===== config.mk =====
export PLATFORM = sky130hd
export DESIGN_NAME = vec_mem_seq
export DESIGN_NICKNAME = d
export VERILOG_FILES = /design/src/rtl/vec_mem_seq_pkg.sv /design/src/rtl/vms_agen.sv /design/src/rtl/vec_mem_seq.sv
export SDC_FILE = /design/constraint.sdc
export NUM_CORES = 1
export LEC_CHECK = 0
export ABC_AREA = 1
export ABC_CLOCK_PERIOD_IN_PS = 2990
export CORE_MARGIN = 1
export CORE_UTILIZATION = 47
export CTS_BUF_LIST = sky130_fd_sc_hd__clkbuf_8
export DETAILED_ROUTE_END_ITERATION = 6
export GPL_TIMING_DRIVEN = 0
export PLACE_DENSITY = 0.81
export SYNTH_ARGS = -nofsm -noshare
export SYNTH_HDL_FRONTEND = slang
export SYNTH_SLANG_ARGS = --single-unit
export TNS_END_PERCENT = 30

===== constraint.sdc =====
create_clock -name Clk1 -period 2.99 [get_ports Clk1]
set_clock_uncertainty 0.05 [all_clocks]
set_input_delay 0.897 -clock Clk1 [delete_from_list [all_inputs] [get_ports Clk1]]
set_output_delay 0.897 -clock Clk1 [all_outputs]
set_load 0.02 [all_outputs]

===== src/rtl/vec_mem_seq_pkg.sv =====
// Shared types and constants for the vec_mem_seq vector load/store sequencer.
package vec_mem_seq_pkg;

  typedef enum logic [1:0] {
    IDLE   = 2'd0,
    STREAM = 2'd1,
    DRAIN  = 2'd2,
    DONE   = 2'd3
  } vms_state_e;

  localparam logic OP_VLD = 1'b0;
  localparam logic OP_VST = 1'b1;

  localparam int unsigned OFFW = 6;

endpackage


===== src/rtl/vms_agen.sv =====
// Element address generator: loads base+offset, then steps by the latched stride
// (VMS_STRIDE_EN defined) or by a fixed unit increment; all arithmetic wraps mod 2^AW.
module vms_agen
  import vec_mem_seq_pkg::*;
#(
  parameter int unsigned AW = 16
) (
  input  logic            clk,
  input  logic            rst,
  input  logic            load,
  input  logic            step,
  input  logic [AW-1:0]   base,
  input  logic [OFFW-1:0] offset,
  input  logic [AW-1:0]   stride,
  output logic [AW-1:0]   addr_q,
  output logic [AW-1:0]   addr_d
);

  logic [AW-1:0] inc;

`ifdef VMS_STRIDE_EN
  logic [AW-1:0] inc_q;
  logic [AW-1:0] inc_d;

  always_comb begin
    inc_d = inc_q;
    if (load) inc_d = stride;
  end

  always_ff @(posedge clk or posedge rst) begin
    if (rst) inc_q <= '0;
    else     inc_q <= inc_d;
  end

  assign inc = inc_q;
`else
  logic stride_unused;
  assign stride_unused = ^stride;
  assign inc           = AW'(1);
`endif

  always_comb begin
    addr_d = addr_q;
    if (load)      addr_d = base + AW'(offset);
    else if (step) addr_d = addr_q + inc;
  end

  always_ff @(posedge clk or posedge rst) begin
    if (rst) addr_q <= '0;
    else     addr_q <= addr_d;
  end

endmodule


===== src/rtl/vec_mem_seq.sv =====
// Vector load/store sequencer between a vector register file and memory.
// Build option: define VMS_STRIDE_EN to honour the stride port (otherwise unit stride).
module vec_mem_seq
  import vec_mem_seq_pkg::*;
#(
  parameter int unsigned DW   = 16,
  parameter int unsigned AW   = 16,
  parameter int unsigned VLEN = 16,
  parameter int unsigned IW   = $clog2(VLEN)
) (
  input  logic            Clk1,
  input  logic            Reset,
  input  logic            start,
  input  logic            op,
  input  logic [AW-1:0]   base,
  input  logic [OFFW-1:0] offset,
  input  logic [AW-1:0]   stride,
  output logic            busy,
  output logic            done,
  output logic [AW-1:0]   Addr,
  output logic            RD,
  output logic            WR,
  output logic [DW-1:0]   DataOut,
  input  logic [DW-1:0]   DataIn,
  output logic [IW-1:0]   vIdx,
  output logic            vWr,
  output logic [DW-1:0]   vWrData,
  input  logic [DW-1:0]   vRdData
);

  localparam int unsigned CW   = (VLEN > 1) ? $clog2(VLEN) : 1;
  localparam logic [CW-1:0] LAST = CW'(VLEN - 1);

  vms_state_e    state_q, state_d;
  logic          op_q, op_d;
  logic [CW-1:0] cnt_q, cnt_d;
  logic          rd_q, rd_d;
  logic          wr_q, wr_d;
  logic          done_q, done_d;
  logic [AW-1:0] addr_out_q, addr_out_d;
  logic [DW-1:0] dout_q, dout_d;
  logic          vwr_q, vwr_d;
  logic [CW-1:0] widx_q, widx_d;

  logic          agen_load;
  logic          agen_step;
  logic [AW-1:0] agen_addr_q;
  logic [AW-1:0] agen_addr_d;

  vms_agen #(
    .AW(AW)
  ) u_agen (
    .clk    (Clk1),
    .rst    (Reset),
    .load   (agen_load),
    .step   (agen_step),
    .base   (base),
    .offset (offset),
    .stride (stride),
    .addr_q (agen_addr_q),
    .addr_d (agen_addr_d)
  );

  // Outputs are registered one step ahead: a load's RD/Addr is set on the edge that
  // enters (or stays in) STREAM, so RD for element k is visible while cnt_q == k.
  always_comb begin
    state_d    = state_q;
    op_d       = op_q;
    cnt_d      = cnt_q;
    rd_d       = 1'b0;
    wr_d       = 1'b0;
    done_d     = 1'b0;
    addr_out_d = addr_out_q;
    dout_d     = dout_q;
    vwr_d      = rd_q;
    widx_d     = rd_q ? cnt_q : '0;
    agen_load  = 1'b0;
    agen_step  = 1'b0;

    unique case (state_q)
      IDLE: begin
        if (start) begin
          state_d   = STREAM;
          op_d      = op;
          cnt_d     = '0;
          agen_load = 1'b1;
          if (op == OP_VLD) begin
            rd_d       = 1'b1;
            addr_out_d = agen_addr_d;
          end
        end
      end
      STREAM: begin
        agen_step = 1'b1;
        if (op_q == OP_VLD) begin
          if (cnt_q != LAST) begin
            rd_d       = 1'b1;
            addr_out_d = agen_addr_d;
          end
        end else begin
          wr_d       = 1'b1;
          addr_out_d = agen_addr_q;
          dout_d     = vRdData;
        end
        if (cnt_q == LAST) begin
          state_d = DRAIN;
          cnt_d   = '0;
        end else begin
          cnt_d = cnt_q + CW'(1);
        end
      end
      DRAIN: begin
        state_d = DONE;
        done_d  = 1'b1;
      end
      DONE: begin
        state_d = IDLE;
      end
      default: begin
        state_d = IDLE;
      end
    endcase
  end

  always_ff @(posedge Clk1 or posedge Reset) begin
    if (Reset) begin
      state_q    <= IDLE;
      op_q       <= OP_VLD;
      cnt_q      <= '0;
      rd_q       <= 1'b0;
      wr_q       <= 1'b0;
      done_q     <= 1'b0;
      addr_out_q <= '0;
      dout_q     <= '0;
      vwr_q      <= 1'b0;
      widx_q     <= '0;
    end else begin
      state_q    <= state_d;
      op_q       <= op_d;
      cnt_q      <= cnt_d;
      rd_q       <= rd_d;
      wr_q       <= wr_d;
      done_q     <= done_d;
      addr_out_q <= addr_out_d;
      dout_q     <= dout_d;
      vwr_q      <= vwr_d;
      widx_q     <= widx_d;
    end
  end

  assign busy    = (state_q != IDLE);
  assign done    = done_q;
  assign Addr    = addr_out_q;
  assign RD      = rd_q;
  assign WR      = wr_q;
  assign DataOut = dout_q;
  assign vWr     = vwr_q;
  // Store streams the register index from the element counter; loads index the write-back.
  assign vIdx    = (state_q == STREAM && op_q == OP_VST) ? IW'(cnt_q) : IW'(widx_q);
  assign vWrData = vwr_q ? DataIn : '0;

endmodule


---- After elaboration in Yosys (flattened, before gate mapping) ----
Cells that the tools add are included.
cells by class
  $mul .................................... 0
  reduce and logical (&&, ||, !) cells .... 9
  bitwise operators ....................... 0
  add/sub/neg operators ................... 3
  order comparisons ....................... 0
  divide/modulo/power cells ............... 0
  multiplexer cells ....................... 27
  equality and inequality tests ........... 9
  shifts and indexed selects .............. 0
operator list
  operator                 count
  $mux W16                 7
  $pmux W16 S2             1
  $add A16 B1 Y16 const B  1
  $add A16 B6 Y16          1
  $mux W4                  4
  $mux W1                  10
  $pmux W2 S4              1
  $pmux W4 S2              1
  $reduce_and A2 Y1        4
  $ne A2 B2 Y1 const B     3
  $add A4 B1 Y4 const B    1
  $eq A2 B2 Y1 const B     2
  $eq A4 B4 Y1 const B     1
  $mux W2                  2
  $ne A4 B4 Y1 const B     1
  $reduce_and A4 Y1        1
  $reduce_bool A2 Y1       2
  $ne A3 B3 Y1 const B     1
  $eq A2 B1 Y1 const B     1
  $logic_not A2 Y1         1
  $pmux W1 S2              1
  $logic_and A1 B1 Y1      1
word-level totals
  bits in writable memories ............... 0
  bits of input ports ..................... 74
  output and inout port bits .............. 57
  logic and storage cells ................. 59
  register bits after elaboration ......... 63
  bits in latches ......................... 0
  memories kept ........................... 0
  bits in read-only memories .............. 0

---- Logic depth before layout (Yosys ltp) ----
Gate-level depths: netlist of run 1.
  depth after elaboration ................. 7
  depth in mapped cells ................... 12
  mapped depth without buffers ............ 12

---- By module ----
A second synthesis of run 1 with hierarchy kept.
second synthesis, totals
  cells, all modules ...................... 553
  area total of the unflattened synthesis .. 3826.2 um^2
modules (own cells, without submodules)
  module       instances  sequential area each (um^2)  cells an instance  area each (um^2)
  vec_mem_seq  1          1176.1                       311                2323.5
  vms_agen     1          400.4                        242                1502.7

---- Worst setup path before layout of run 1 ----
OpenSTA, ideal clock, no wires.
  kind .................................... register -> output
  from .................................... register state_q[1]
  to ...................................... output vIdx[0]
  data arrival time ....................... 1684 ps
  setup slack ............................. 359 ps
  buffers on the path ..................... 3
  stages on the path, launching flop included .. 8
  required time ........................... 2043 ps
  cell sequence ........................... dfrtp_1 inv_1 ha_1 buf_6 nand2_1 clkbuf_8 clkbuf_1 o21ai_0
between the ends
  cells in the longest elaborated chain, start to end .. 3
RTL lines
  item                      line                text
  start: declaration        vec_mem_seq.sv:34   vms_state_e state_q, state_d;
  start signal: assignment  vec_mem_seq.sv:138  state_q <= state_d;
  $eq A2 B1 Y1              vec_mem_seq.sv:159  assign vIdx = (state_q == STREAM && op_q == OP_VST) ? IW'(cnt_q) : IW'(widx_q);
  $logic_and A1 B1 Y1       vec_mem_seq.sv:159
  $mux W4                   vec_mem_seq.sv:159
  end: declaration          vec_mem_seq.sv:25   output logic [IW-1:0] vIdx,
Every way passes these cells.

---- Worst setup path after layout of run 1 ----
  from .................................... register state_q[1]
  to ...................................... output vIdx[1]
Same word-level chain as after synthesis.

==> qor.txt, run 1 <==
run status - finished, final reports clean
Final nets - 730
synth unique cells - 30
# port buffers - 114
Die Area - 8190 sq um
drt pass-1 iters - 5
number of max-cap violations - 0
yosys warns - 0
crit start category - flop
Main synth FF type - dfrtp_1
vias per std cell - 4.93
total power - 4.73 mW
CTS tree - yes
logic gate share of total power - 0.553
worst-path fanout max - 10
# H-tree levels - 3
switching power - 2.12 mW
Detailed Place HPWL - 7370 um
Hold WS - 0.428 ns
crit path kind - reg2out
FILL cells - 627
core area - 7410 sq um
Worst slew margin - 0.628
largest cells by area after synthesis - dfrtp_1 43%, nand2_1 19%, inv_1 7.3%, nand3_1 7.1%, a21oi_1 3.9%
Clock Sinks - 63
P per Cell Area - 927 nW/um^2
Sw Share - 0.447
DRT iter0 DRCs - 197
Post-DRT Antenna Nets - 0
Synthesized Nets - 605
Reg2Reg Depth - 10
Worst-Margin Slew - 0.557 ns
Place WS - -0.177 ns
total grt overflow - 0
final worst setup slack - 0.108 ns
top-area cell type share of the netlist area - 0.428
final worst path period need - 2.88 ns
slowest CP cell - dfrtp_1
Num CTS Buffers - 9
final setup fails - 0
Seq/Total Area, Yosys - 0.428
fin crit share - 0.964
antenna cells - 0
cts-stage hold buffer count - 0
clk buf depth - 2
IO Pins - 131
Worst Hold Endpoint - Addr[12]
Max VDD drop - 0.000743 V
Site Rows - 31
Clock Latency Late Sink - 0.34 ns
Flop pwr share - 0.316
vias in the first global route - 3,549
fmax - 0.347 GHz
reg2reg start - state_q[0]
Hold Vio Cnt, Final - 0
total wire length - 9590 um
Max stage delay on crit path - 0.40 ns
Placer Congestion - 0.929
worst min path class - reg2reg
global-route wire length before repair - 16,400 um
DIE WIDTH - 90.5 um
Reg clk slew, reported paths - 0.07 ns
P_int - 2.62 mW
cells after synthesis - 519
Pleak - 2.76 nW
number of setup buffers added after CTS - 0
share of cells above drive strength 1 - 0.0756
crit-path cells - inv_2 -> ha_4 -> buf_6 -> nand2_1 -> clkbuf_8 -> clkbuf_4 -> o21ai_0 -> buf_2
Tot GR Track Use - 0.247
r2r endpoint - Addr[1]
ys async rst share - 1.00
worst path arrival time - 1.93 ns
DR DRC count - 0
clock share of power - 0.131
Worst Path Required - 2.04 ns
unrepaired setup endpoints after global routing - true
number of synthesized register bits - 63
total number of vias - 3,680
WHS Path Cells - 2
Die Y - 90.5 um
Hold Crit Start - Addr[12]
most area-hungry cell type in the Yosys netlist - dfrtp_1
initial core utilization - 0.497
CP Capture Type - output port
Root Driver - clkbuf_8
Pins Over Slew Limit - 0
Routed WL per cell - 12.8 um
EDFF count, synth - 0
antenna violations before repair - 0
largest net degree at the start of global routing - 38
syn_area_per_cell - 7.09 sq um
reg-to-reg slack, setup - 1.10 ns
Mapped Area - 3680 sq um
Area growth, synth to finish - 38.8%
-- sequential cells by signal (all words and copies together) (netlist names) --
name / cells
Addr: 16
DataOut: 16
RD: 1
WR: 1
cnt_q: 4
done: 1
op_q: 1
state_q: 2
u_agen.addr_q: 16
vWr: 1
widx_q: 4
-- power groups by stage --
| stage | clock network [mW] | logic (mW) | registers [mW] |
|---|---|---|---|
| 2_1_floorplan | 0 | 1.33 | 1.73 |
| 3_3_place_gp | 0 | 2.55 | 1.48 |
| 3_5_place_dp | 0 | 2.62 | 1.49 |
| 4_1_cts | 0.632 | 2.60 | 1.48 |
| 5_1_grt | 0.670 | 2.89 | 1.54 |
| 6_report | 0.619 | 2.62 | 1.50 |
-- routing by layer --
metal,track usage,vias up,part of all wire
met5,0,-,0
met4,0.0753,0,0.015
met3,0.0539,15,0.047
met2,0.417,94,0.51
met1,0.317,1702,0.43
li1,-,1869,-
-- per-stage QoR --
step,setup TNS (ns),utilization,std cells,instance area [sq um]
after floorplan,0,-,519,3680
after global placement,-39.15,0.667,732,4940
after detailed placement,-0.962,0.670,733,4960
after CTS,0,0.688,747,5100
after global routing,-0.0677,0.689,747,5110
final,0,0.689,747,5110
-- repair_timing --
action                                  in CTS  in global routing
endpoints found under the setup margin      20                  4
hold endpoints to repair                     0                  0
gates resized for setup                     38                  7
-- cell families (layout without fill, tap and decap cells) --
group / Yosys count / after routing / share of synthesized area
xor+xnor: 3 / 3 / 0.00714
fa+ha+maj: 12 / 12 / 0.0428
buf+inv: 92 / 221 / 0.108
simple gates: 290 / 290 / 0.331
compound gates: 59 / 59 / 0.0826
flops: 63 / 63 / 0.428
-- cells in the mapped netlist, drive strengths merged, types with 2 or more instances --
master	n
a21oi	29
buf	10
clkbuf	5
dfrtp	63
ha	11
inv	77
nand2	191
nand3	55
nand4	3
nor2	36
nor3	3
o21ai	25
o22ai	2
xor2	2
-- placed cells by master, fill, tap and decap left out --
| cell type | synthesis | final |
|---|---|---|
| nand2_2 | 2 | 2 |
| clkbuf_8 | 2 | 12 |
| clkdlybuf4s50_1 | 0 | 94 |
| buf_2 | 7 | 7 |
| dfrtp_1 | 63 | 63 |
| nor2_2 | 3 | 3 |
| nor3_4 | 1 | 1 |
| dlygate4sd2_1 | 0 | 16 |
| ha_1 | 11 | 10 |
| a21oi_1 | 29 | 29 |
| nand2_1 | 189 | 189 |
| a31oi_1 | 1 | 1 |
| clkinvlp_4 | 0 | 1 |
| o21ai_0 | 17 | 16 |
| clkbuf_4 | 0 | 1 |
| nor3_2 | 1 | 1 |
| nand3_1 | 52 | 52 |
| buf_6 | 3 | 3 |
| ha_4 | 0 | 1 |
| o21bai_1 | 1 | 1 |
| o21ai_1 | 8 | 9 |
| o22ai_1 | 2 | 2 |
| nand4_1 | 3 | 3 |
| clkbuf_1 | 3 | 2 |
| xor2_1 | 2 | 2 |
| buf_12 | 0 | 1 |
| and2_1 | 1 | 1 |
| xnor2_1 | 1 | 1 |
| clkinv_2 | 0 | 3 |
| nand3_2 | 3 | 3 |
| buf_4 | 0 | 3 |
| a21boi_1 | 1 | 1 |
| inv_2 | 5 | 7 |
| nor2_1 | 33 | 33 |
| inv_1 | 72 | 71 |
| nor3_1 | 1 | 1 |
| nand3b_1 | 1 | 1 |
| fa_1 | 1 | 1 |
-- how the worst max path moves through the flow --
stage | end | slack [ns] | from | cells past startpoint
floorplan | vIdx[0] | 0.36 | state_q[1] | 7
global placement | Addr[2] | -0.62 | Reset | 2
detailed placement | vIdx[3] | -0.18 | state_q[1] | 8
CTS | vIdx[2] | 0.002 | state_q[1] | 9
global route | vIdx[1] | -0.03 | state_q[1] | 8
finish | vIdx[1] | 0.11 | state_q[1] | 8
-- final cells by class --
class / count / area (sq um) / share of cell area
plain buffers: 14 / 111 / 0.0218
inverters: 77 / 289 / 0.0566
well taps: 99 / 124 / 0.0243
repair buffers: 115 / 1120 / 0.220
clock buffers: 10 / 138 / 0.0269
multi-input cells: 364 / 1720 / 0.337
flip-flops and latches: 63 / 1580 / 0.309
clock inverters: 5 / 26.3 / 0.00514
-- worst max-delay path: cells and delay by family, from the launching register on --
family | cells | cell delay (ns)
flops | 1 | 0.40
compound gates | 1 | 0.15
simple gates | 1 | 0.09
buf+inv | 5 | 0.80
fa+ha+maj | 1 | 0.15
Note: power is estimated with default switching activity, not from simulation.
==> inputs of run 2 (changes only) <==
- CAP_MARGIN: unset -> 25
- CORE_MARGIN: 1 -> 2
==> run 2 against run 1 <==
  * Design area rose by 0.69%
  * Critical path depth unchanged
  * Hold slack got worse by 0.0034 ns
  * Sequential share of layout area down 0.21 points
  * Non-clock buffer count unchanged
  * Global-route usage fell by 0.41 points
==> qor.txt, run 2 (synthesis results as in run 1) <==
run status - finished, final reports clean
Max VDD drop - 0.000696 V (-6.2%)
Tot GR Track Use - 0.243 (-0.00413)
initial core utilization - 0.481 (-0.0155)
Num CTS Buffers - 9 (unchanged)
global-route wire length before repair - 16,800 um (+2.4%)
Worst Path Required - 2.04 ns (about the same)
DRT iter0 DRCs - 250 (+27%)
antenna cells - 0 (unchanged)
final setup fails - 0 (unchanged)
number of max-cap violations - 0 (unchanged)
Worst-Margin Slew - 0.632 ns (+0.0746 ns)
total number of vias - 3,793 (+3.1%)
number of setup buffers added after CTS - 0 (unchanged)
Site Rows - 32 (+3.2%)
share of cells above drive strength 1 - 0.0756 (unchanged)
worst min path class - reg2reg
Reg clk slew, reported paths - 0.06 ns (about the same)
worst-path fanout max - 10 (unchanged)
IO Pins - 131 (unchanged)
# port buffers - 114 (unchanged)
Post-DP Area - 4970 sq um (about the same)
clk buf depth - 2 (unchanged)
DR DRC count - 0 (unchanged)
final worst path period need - 2.84 ns (-0.0426 ns)
Area growth, synth to finish - 39.7%
vias in the first global route - 3,749 (+5.6%)
total grt overflow - 0 (unchanged)
Pleak - 2.77 nW (+0.34%)
Worst slew margin - 0.578 (-0.0498)
# H-tree levels - 3 (unchanged)
Routed WL per cell - 12.8 um (about the same)
FILL cells - 644 (+2.7%)
crit path kind - reg2out
final worst setup slack - 0.151 ns (+0.0426 ns)
multi-input logic area - 1720 sq um (+0.22%)
total power - 4.79 mW (+1.3%)
most common cell after layout, fill and taps aside - nand2_1
# resized after CTS - 40 (+5.3%)
fin crit share - 0.949 (-0.0143)
Place WS - -0.188 ns (-0.0113 ns)
Post-DRT Antenna Nets - 0 (unchanged)
Detailed Place HPWL - 7460 um (+1.2%)
antenna violations before repair - 0 (unchanged)
most frequent cells in the layout - 189 x nand2_1, 94 x clkdlybuf4s50_1, 72 x inv_1, 63 x dfrtp_1, 52 x nand3_1
vias per std cell - 5.06 (+2.7%)
drt pass-1 iters - 5 (unchanged)
Hold WS - 0.425 ns (-0.00339 ns)
unrepaired setup endpoints after global routing - false
crit start category - flop
Clock Sinks - 63 (unchanged)
Die Y - 92.5 um (+2.2%)
core area - 7650 sq um (+3.2%)
CTS tree - yes
Clock Latency Late Sink - 0.34 ns (about the same)
DIE WIDTH - 92.5 um (+2.2%)
Pins Over Slew Limit - 0 (unchanged)
Final Util - 0.672 (-0.0170)
Final nets - 730 (unchanged)
Hold Vio Cnt, Final - 0 (unchanged)
design area - 5140 sq um (+0.69%)
Placer Congestion - 0.893 (-3.9%)
P per Cell Area - 932 nW/um^2 (+0.58%)
total wire length - 9630 um (+0.47%)
CP Capture Type - output port
largest net degree at the start of global routing - 35 (-7.9%)
Root Driver - clkbuf_8
fmax - 0.352 GHz (+1.5%)
register area - 1580 sq um (unchanged)
Die Area - 8550 sq um (+4.5%)
worst path arrival time - 1.89 ns (-0.04 ns)
cts-stage hold buffer count - 0 (unchanged)
run 2: changes by cell type in the layout (fill, tap and decap cells not counted):
| cell | change |
|---|---|
| o21ai_2 | +1 |
| clkbuf_8 | -1 |
| buf_2 | -2 |
| bufinv_16 | +1 |
| clkdlybuf4s15_2 | +1 |
| o21ai_0 | -2 |
| inv_1 | +1 |
| clkinv_2 | -1 |
| o21ai_1 | +1 |
| buf_6 | +1 |
run 2: path summary, 6_finish.rpt:
check	start	end	slack [ns]	cells after the start
worst max-delay path	state_q[1]	vIdx[0]	0.15	8
worst min-delay path	DataOut[10]	DataOut[10]	0.42	2
worst max register to register	state_q[0]	Addr[10]	1.12	11
worst min register to register	DataOut[10]	DataOut[10]	0.42	2
max in group asynchronous	Reset	Addr[5]	1.37	3
min in group asynchronous	Reset	DataOut[6]	0.91	2
run 2: metrics by stage:
step / std cells / setup TNS [ns]
floorplan: 519 / 0
global placement: 735 / -39.46
detailed placement: 736 / -1.01
CTS: 750 / 0
global route: 750 / 0
finish: 750 / 0
run 2: metal layers:
layer,track usage,part of all wire,wire length [um]
met5,0,0,0
met4,0.0634,0.017,166
met3,0.0765,0.070,677
met2,0.429,0.50,4830
met1,0.286,0.41,3960
run 2: layout make-up:
class	count	area share
multi-input cells	364	0.335
repair buffers	115	0.220
plain buffers	14	0.0224
flip-flops and latches	63	0.307
well taps	102	0.0248
clock inverters	6	0.0107
inverters	77	0.0562
clock buffers	9	0.0241
run 2: worst max-delay path, cell delays in order (launching register included):
cell	delay [ns]
dfrtp_1	0.39
inv_2	0.09
ha_4	0.15
buf_6	0.14
nand2_1	0.09
clkbuf_8	0.18
clkbuf_4	0.20
o21ai_1	0.14
buf_2	0.18
run 2: report_power, final:
part / total, mW / switching [mW] / internal [mW]
Sequential: 1.50 / 0.264 / 1.24
Combinational: 2.61 / 1.54 / 1.07
Clock: 0.682 / 0.311 / 0.371
Total: 4.79 / 2.11 / 2.68
==> inputs of run 3 (changes only) <==
- CORE_UTILIZATION: 47 -> 27
- PLACE_DENSITY: 0.81 -> 0.51
==> run 3 against run 2 <==
  * Global-route usage shrank 9.8 points
  * Sequential share of layout area fell by 0.48 points
  * Count of clock-buffer cells in the layout stayed put
  * Utilization fell by 28 points
  * Critical endpoint is now vIdx[1]
==> qor.txt, run 3 (synthesis results as in run 1) <==
run status - finished, final reports clean
Num CTS Buffers - 9 (unchanged)
Tot GR Track Use - 0.145 (-0.0976)
placed cells - 810 (+10%)
crit path kind - reg2out
Worst slew margin - 0.625 (+0.0470)
FILL cells - 1,402 (+120%)
worst min path class - reg2reg
Worst-Margin Slew - 0.561 ns (-0.0704 ns)
Pins Over Slew Limit - 0 (unchanged)
Root Driver - clkbuf_8
clock share of power - 0.130 (-0.012)
Sw Share - 0.450 (+0.00929)
vias in the first global route - 3,495 (-6.8%)
final worst path period need - 2.84 ns (+0.00489 ns)
P per Cell Area - 907 nW/um^2 (-2.7%)
number of max-cap violations - 0 (unchanged)
antenna violations before repair - 0 (unchanged)
most common cell after layout, fill and taps aside - nand2_1
antenna cells - 0 (unchanged)
Area growth, synth to finish - 42.0%
Routed WL per cell - 12.5 um (-3.1%)
Die Y - 121 um (+31%)
CP Capture Type - output port
# port buffers - 114 (unchanged)
fin crit share - 0.951 (+0.00163)
total wire length - 10,300 um (+6.6%)
DIE WIDTH - 121 um (+31%)
Clock Latency Late Sink - 0.34 ns (about the same)
DR DRC count - 0 (unchanged)
final cell count without fillers - 825 (+10%)
unrepaired setup endpoints after global routing - false
cts-stage hold buffer count - 0 (unchanged)
most frequent cells in the layout - 188 x nand2_1, 94 x clkdlybuf4s50_1, 73 x inv_1, 63 x dfrtp_1, 52 x nand3_1
global-route wire length before repair - 17,000 um (+1.2%)
total power - 4.74 mW (-1.2%)
crit start category - flop
Clock Sinks - 63 (unchanged)
share of cells above drive strength 1 - 0.0770 (+0.00142)
total number of vias - 3,577 (-5.7%)
drt pass-1 iters - 5 (unchanged)
Flop pwr share - 0.315 (+0.002)
Worst Path Required - 2.04 ns (about the same)
Max VDD drop - 0.000474 V (-32%)
# H-tree levels - 3 (unchanged)
fmax - 0.352 GHz (-0.17%)
Final nets - 730 (unchanged)
Post-DRT Antenna Nets - 0 (unchanged)
total grt overflow - 0 (unchanged)
CTS tree - yes
Hold Vio Cnt, Final - 0 (unchanged)
Placer Congestion - 0.844 (-5.5%)
Place WS - -0.248 ns (-0.0600 ns)
switching power - 2.13 mW (+0.90%)
final setup fails - 0 (unchanged)
Die Area - 14,600 sq um (+70%)
IO Pins - 131 (unchanged)
Site Rows - 42 (+31%)
P_int - 2.60 mW (-2.8%)
core area - 13,300 sq um (+74%)
worst path arrival time - 1.90 ns (about the same)
Pleak - 2.78 nW (+0.48%)
final worst setup slack - 0.146 ns (-0.00489 ns)
worst-path fanout max - 10 (unchanged)
initial core utilization - 0.277 (-0.204)
clk buf depth - 2 (unchanged)
Detailed Place HPWL - 7950 um (+6.6%)
DRT iter0 DRCs - 150 (-40%)
vias per std cell - 4.34 (-14%)
largest net degree at the start of global routing - 40 (+14%)
logic gate share of total power - 0.555 (+0.010)
Reg clk slew, reported paths - 0.07 ns (about the same)
run 3: worst paths after layout:
kind                                 start          to  slack [ns]  cells after the start
worst max-delay path            state_q[1]     vIdx[1]        0.15                      8
max in group asynchronous            Reset  state_q[0]        1.39                      3
worst min register to register    cnt_q[3]   widx_q[3]        0.41                      2
worst max register to register  state_q[0]     Addr[6]        1.13                     11
worst min-delay path              cnt_q[3]   widx_q[3]        0.41                      2
min in group asynchronous            Reset  DataOut[6]        0.89                      2
run 3: repair_timing:
action,in CTS,in global routing
buffers inserted,0,0
setup endpoints to repair,20,5
hold endpoints to repair,0,0
gates resized for setup,45,3
run 3: power groups by stage:
stage	Clock, mW	Sequential (mW)	Combinational (mW)
global route	0.687	1.55	2.93
floorplan	0	1.73	1.33
global placement	0	1.49	2.63
detailed placement	0	1.49	2.65
CTS	0.649	1.49	2.66
finish	0.616	1.49	2.63
run 3: routing by layer:
metal / up-vias / GRT usage / part of all wire
met3: 6 / 0.0311 / 0.037
met4: 0 / 0.0363 / 0.0076
met2: 69 / 0.232 / 0.47
met5: - / 0 / 0
li1: 1870 / - / -
met1: 1632 / 0.201 / 0.49
run 3: cell type report:
class / count / area, sq um / share of cell area
plain buffers: 14 / 123 / 0.0235
clock inverters: 7 / 33.8 / 0.00647
clock buffers: 9 / 124 / 0.0237
inverters: 77 / 292 / 0.0558
repair buffers: 115 / 1130 / 0.217
well taps: 176 / 220 / 0.0422
multi-input cells: 364 / 1720 / 0.330
flip-flops and latches: 63 / 1580 / 0.302
run 3: per-stage QoR:
stage / setup TNS (ns) / utilization / hold slack, ns / instance area, sq um
2_1_floorplan: 0 / - / 0.383 / 3680
3_3_place_gp: -49.07 / 0.379 / 0.386 / 5040
3_5_place_dp: -1.30 / 0.381 / 0.397 / 5060
4_1_cts: 0 / 0.392 / 0.414 / 5220
5_1_grt: 0 / 0.393 / 0.448 / 5220
6_report: 0 / 0.393 / 0.414 / 5220
run 3: worst max-delay path, stage by stage, from the launching register on:
cell and delay, ns:
dfrtp_1 0.39, inv_2 0.09, ha_4 0.15, buf_6 0.15, nand2_2 0.09, clkbuf_8 0.17
clkbuf_8 0.17, o21ai_0 0.15, buf_2 0.19
